**src/rtl/glitch_filter.sv**
```systemverilog
// Debounces a glitching combinational signal into a clean level and counts abandoned changes.
// Build option: define GLITCH_FILTER_SYNC_EN for a two-flop synchronizer on din (else one flop).
module glitch_filter #(
   parameter int   STABLE_CYCLES = 4,
   parameter int   CNT_W         = 8,
   parameter logic RESET_VAL     = 1'b0
) (
   input  logic             clk,
   input  logic             rst_n,
   input  logic             din,
   input  logic             clr,
   output logic             dout,
   output logic             rise,
   output logic             fall,
   output logic             glitch_pulse,
   output logic [CNT_W-1:0] glitch_cnt
);

   localparam int             CW        = $clog2(STABLE_CYCLES) + 1;
   localparam logic [CW-1:0]  LAST      = CW'(STABLE_CYCLES - 1);
   localparam logic [CNT_W-1:0] GCNT_MAX = {CNT_W{1'b1}};

   typedef enum logic {IDLE, PEND} state_e;

   logic             s_q;
   logic [CW-1:0]    cnt_q, cnt_d;
   logic             dout_q, dout_d;
   logic             rise_q, rise_d;
   logic             fall_q, fall_d;
   logic             glitch_q, glitch_d;
   logic [CNT_W-1:0] gcnt_q, gcnt_d;
   state_e           state;

`ifdef GLITCH_FILTER_SYNC_EN
   logic meta_q;

   // NOTE: non-blocking assignments in clocked blocks so every flop samples pre-edge values.
   always_ff @(posedge clk or negedge rst_n) begin
      if (!rst_n) begin
         meta_q <= RESET_VAL;
         s_q    <= RESET_VAL;
      end else begin
         meta_q <= din;
         s_q    <= meta_q;
      end
   end
`else
   // NOTE: non-blocking assignments in clocked blocks so every flop samples pre-edge values.
   always_ff @(posedge clk or negedge rst_n) begin
      if (!rst_n) s_q <= RESET_VAL;
      else        s_q <= din;
   end
`endif

   assign state = (cnt_q == '0) ? IDLE : PEND;

   always_comb begin
      // NOTE: every output gets a default first so no path leaves a latch behind.
      cnt_d    = cnt_q;
      dout_d   = dout_q;
      rise_d   = 1'b0;
      fall_d   = 1'b0;
      glitch_d = 1'b0;
      gcnt_d   = gcnt_q;
      if (s_q != dout_q) begin
         if (cnt_q == LAST) begin
            dout_d = s_q;
            cnt_d  = '0;
            rise_d = s_q;
            fall_d = ~s_q;
         end else begin
            cnt_d = cnt_q + CW'(1);
         end
      end else begin
         cnt_d = '0;
         // Returning to the committed level while pending means the change was a glitch.
         if (state == PEND) begin
            glitch_d = 1'b1;
            if (gcnt_q != GCNT_MAX) gcnt_d = gcnt_q + CNT_W'(1);
         end
      end
      if (clr) gcnt_d = '0;
   end

   always_ff @(posedge clk or negedge rst_n) begin
      if (!rst_n) begin
         cnt_q    <= '0;
         dout_q   <= RESET_VAL;
         rise_q   <= 1'b0;
         fall_q   <= 1'b0;
         glitch_q <= 1'b0;
         gcnt_q   <= '0;
      end else begin
         cnt_q    <= cnt_d;
         dout_q   <= dout_d;
         rise_q   <= rise_d;
         fall_q   <= fall_d;
         glitch_q <= glitch_d;
         gcnt_q   <= gcnt_d;
      end
   end

   assign dout         = dout_q;
   assign rise         = rise_q;
   assign fall         = fall_q;
   assign glitch_pulse = glitch_q;
   assign glitch_cnt   = gcnt_q;

endmodule

```
**config.mk**
```make
export PLATFORM = sky130hd
export DESIGN_NAME = glitch_filter
export DESIGN_NICKNAME = d
export VERILOG_FILES = /design/src/rtl/glitch_filter.sv
export SDC_FILE = /design/constraint.sdc
export NUM_CORES = 1
export LEC_CHECK = 0
export ABC_AREA = 1
export BUFFER_PORTS_ARGS = -buffer_cell sky130_fd_sc_hd__buf_2
export CORE_MARGIN = 5
export CORE_UTILIZATION = 35
export CTS_CLUSTER_DIAMETER = 150
export DETAILED_ROUTE_END_ITERATION = 16
export PLACE_DENSITY = 0.6
export SLEW_MARGIN = 25
export SYNTH_ARGS = -nofsm -noshare
export SYNTH_HDL_FRONTEND = slang
export SYNTH_SLANG_ARGS = --single-unit
```
**constraint.sdc**
```tcl
create_clock -name clk -period 1.5 [get_ports clk]
set_input_delay 0 -clock clk [delete_from_list [all_inputs] [get_ports clk]]
set_output_delay 0 -clock clk [all_outputs]
set_load 0.01 [all_outputs]
```
==> reports/metrics.yaml <==
status: "completed"
nets: 130
vdd_drop_max_uv: 706
ys_ff_latch: 16
nFillCells: 235
slew_viol_final: 0
clk_latency_ns: 0.29
path_class: "reg -> reg"
grt_first_pass_wirelength_um: 2820
postLayoutCellArea_um2: 977
cts_tree: "yes"
required_ns: 1.67
grt_usage: 0.110
overflow: 0
fin_worst_skew_ns: 0.0113
viasPerCell: 4.68
grt_max_degree: 17
antenna_found_initial: 0
layout_setup_ws_ns: 0.163
period_needed_ns: 1.34
die_w_um: 58.2
synth_nets: 108
cts_buffer_depth: 2
ys_seq_area_frac: 0.492
maxSlewHeadroom: 0.759
seqPwrFrac: 0.450
syn_area_um2: 813
area_growth_pct: 20.2
ant_nets: 0
vias: 702
grt_pass1_vias: 630
root_buffer: "clkbuf_4"
dp_hpwl_um: 1190
p_total_mw: 1.30
timing.fmax_mhz: 748
comb_power_share: 0.326
setup.worst_path.start_class: "flip-flop"
drive_gt1_frac: 0.197
die_h_um: 58.2
period_share: 0.891
p_clk_frac: 0.224
placed_cells: 144
core_um2: 2210
synthCells: 101
placed_area_um2: 913
rsz0062_at_grt: "no"
p_switching_mw: 0.472
final.setup.tns_ns: 0
cts.sinks: 16
final_cells: 150
p_per_area_nw_per_um2: 1330
cts-buffers-inserted: 3
start_util: 0.368
tightest_slew_ns: 0.362
cp_max_fo: 16
dp_slack_ns: 0.0739
die-area_um2: 3390
drtIter0Drc: 14
diodes: 0
drt-pass1-iter-count: 4
p_leak_nw: 0.494
core.rowCount: 17
clk_pin_slew_ns: 0.11
cp.arrival_ns: 1.51
drc_errors: 0
setup_violations: 0
r2r_slack_ns: 0.16
avgSynthCellArea_um2: 8.05
wl_um: 1640
cp-end-kind: "flip-flop"
power.internal_mw: 0.831
synth_warnings: 0
swShare: 0.362
gp_congestion: 0.788
max-cap-violations: 0
cts_max_level: 1
postCtsSetupRepairBufs: 0
hold_viol: 0
routedWlPerCell_um: 10.9
port_buffers: 15
synth.distinct_cells: 16
io_pins: 16
worst_hold_path_type: "in -> reg"
==> critical path, stage by stage, from the launching register on <==
cell     delay [ns]
dfrtp_1        0.42
ha_1           0.22
inv_1          0.08
nor2_2         0.05
nand3_1        0.12
nand3_4        0.16
nand2_1        0.09
o21ai_0        0.08
==> Yosys cell counts <==
| cell | count | area share |
|---|---|---|
| nand2_1 | 32 | 0.15 |
| dfrtp_1 | 16 | 0.49 |
| inv_1 | 12 | 0.055 |
| nand3_1 | 10 | 0.062 |
| nor2_1 | 9 | 0.042 |
| o21ai_0 | 9 | 0.055 |
| ha_1 | 3 | 0.046 |
| o21bai_1 | 2 | 0.018 |
| a21oi_1 | 1 | 0.0061 |
| buf_6 | 1 | 0.014 |
| clkbuf_8 | 1 | 0.017 |
| nand2_2 | 1 | 0.0077 |
| nand3_2 | 1 | 0.012 |
| nor2_2 | 1 | 0.0077 |
| nor3_1 | 1 | 0.0061 |
| xor2_1 | 1 | 0.011 |
==> through the flow <==
stage	hold WS (ns)	utilization
final	0.129	0.442
after global routing	0.165	0.442
after CTS	0.135	0.438
after detailed placement	-0.0577	0.413
after global placement	-0.0630	0.413
after floorplan	-0.296	-
==> area by class of cell <==
type                    count  area (µm²)  area share
clock buffers               4        36.3      0.0371
inverters                  12        45.0      0.0461
multi-input cells          71         350       0.359
flip-flops and latches     16         400       0.410
well taps                  28        35.0      0.0359
repair buffers             19         110       0.113
==> cell families (layout without fill, tap and decap cells) <==
family / after synthesis / after routing / synth area share
adders and majority gates: 3 / 3 / 0.0462
DFF: 16 / 16 / 0.492
and+or+nand+nor: 55 / 55 / 0.285
xor gates and xnor gates: 1 / 1 / 0.0108
AOI/OAI and AO/OA: 12 / 12 / 0.0800
buffers and inverters: 14 / 35 / 0.0861
==> worst paths after layout <==
| kind | from | to | cells past startpoint |
|---|---|---|---|
| max | glitch_cnt[0] | glitch_cnt[0] | 7 |
| min | clr | glitch_cnt[1] | 4 |
| max reg2reg | glitch_cnt[0] | glitch_cnt[0] | 7 |
| min reg2reg | s_q | fall | 3 |
| max in group asynchronous | rst_n | cnt_q[0] | 2 |
| min in group asynchronous | rst_n | glitch_cnt[6] | 2 |
==> power by group through the flow <==
stage          clock, mW  combinational [mW]  sequential [mW]
3_3_place_gp           0               0.411            0.588
4_1_cts            0.306               0.423            0.586
3_5_place_dp           0               0.418            0.594
2_1_floorplan          0               0.270            0.617
6_report           0.292               0.425            0.586
5_1_grt            0.326               0.486            0.603
==> layer usage <==
metal	vias up	wire (µm)	GRT usage
met5	-	0	0
li1	364	-	-
met4	0	15	0.0298
met3	2	93	0.0401
met1	321	749	0.137
met2	15	777	0.177
==> timing repair <==
item / CTS / global route
hold buffers: 2 / 0
resized for setup: 0 / 1
setup endpoints to repair: 0 / 8
endpoints found under the hold margin: 17 / 0
==> registers in the layout (all words and copies together) (netlist names) <==
name	count
fall	1
glitch_pulse	1
s_q	1
dout	1
glitch_cnt	8
rise	1
cnt_q	3
==> placed cells by master (no fill, tap or decap) <==
cell | synthesis | layout
nand2_1 | 32 | 32
dfrtp_1 | 16 | 16
buf_2 | 0 | 15
inv_1 | 12 | 12
nand3_1 | 10 | 10
nor2_1 | 9 | 9
o21ai_0 | 9 | 9
ha_1 | 3 | 3
clkbuf_4 | 0 | 3
o21bai_1 | 2 | 2
dlygate4sd3_1 | 0 | 2
buf_4 | 0 | 2
nor3_1 | 1 | 1
a21oi_1 | 1 | 1
nand2_2 | 1 | 1
nor2_2 | 1 | 1
nand3_4 | 0 | 1
xor2_1 | 1 | 1
clkbuf_8 | 1 | 1
Power figures use the tool's default switching activity.
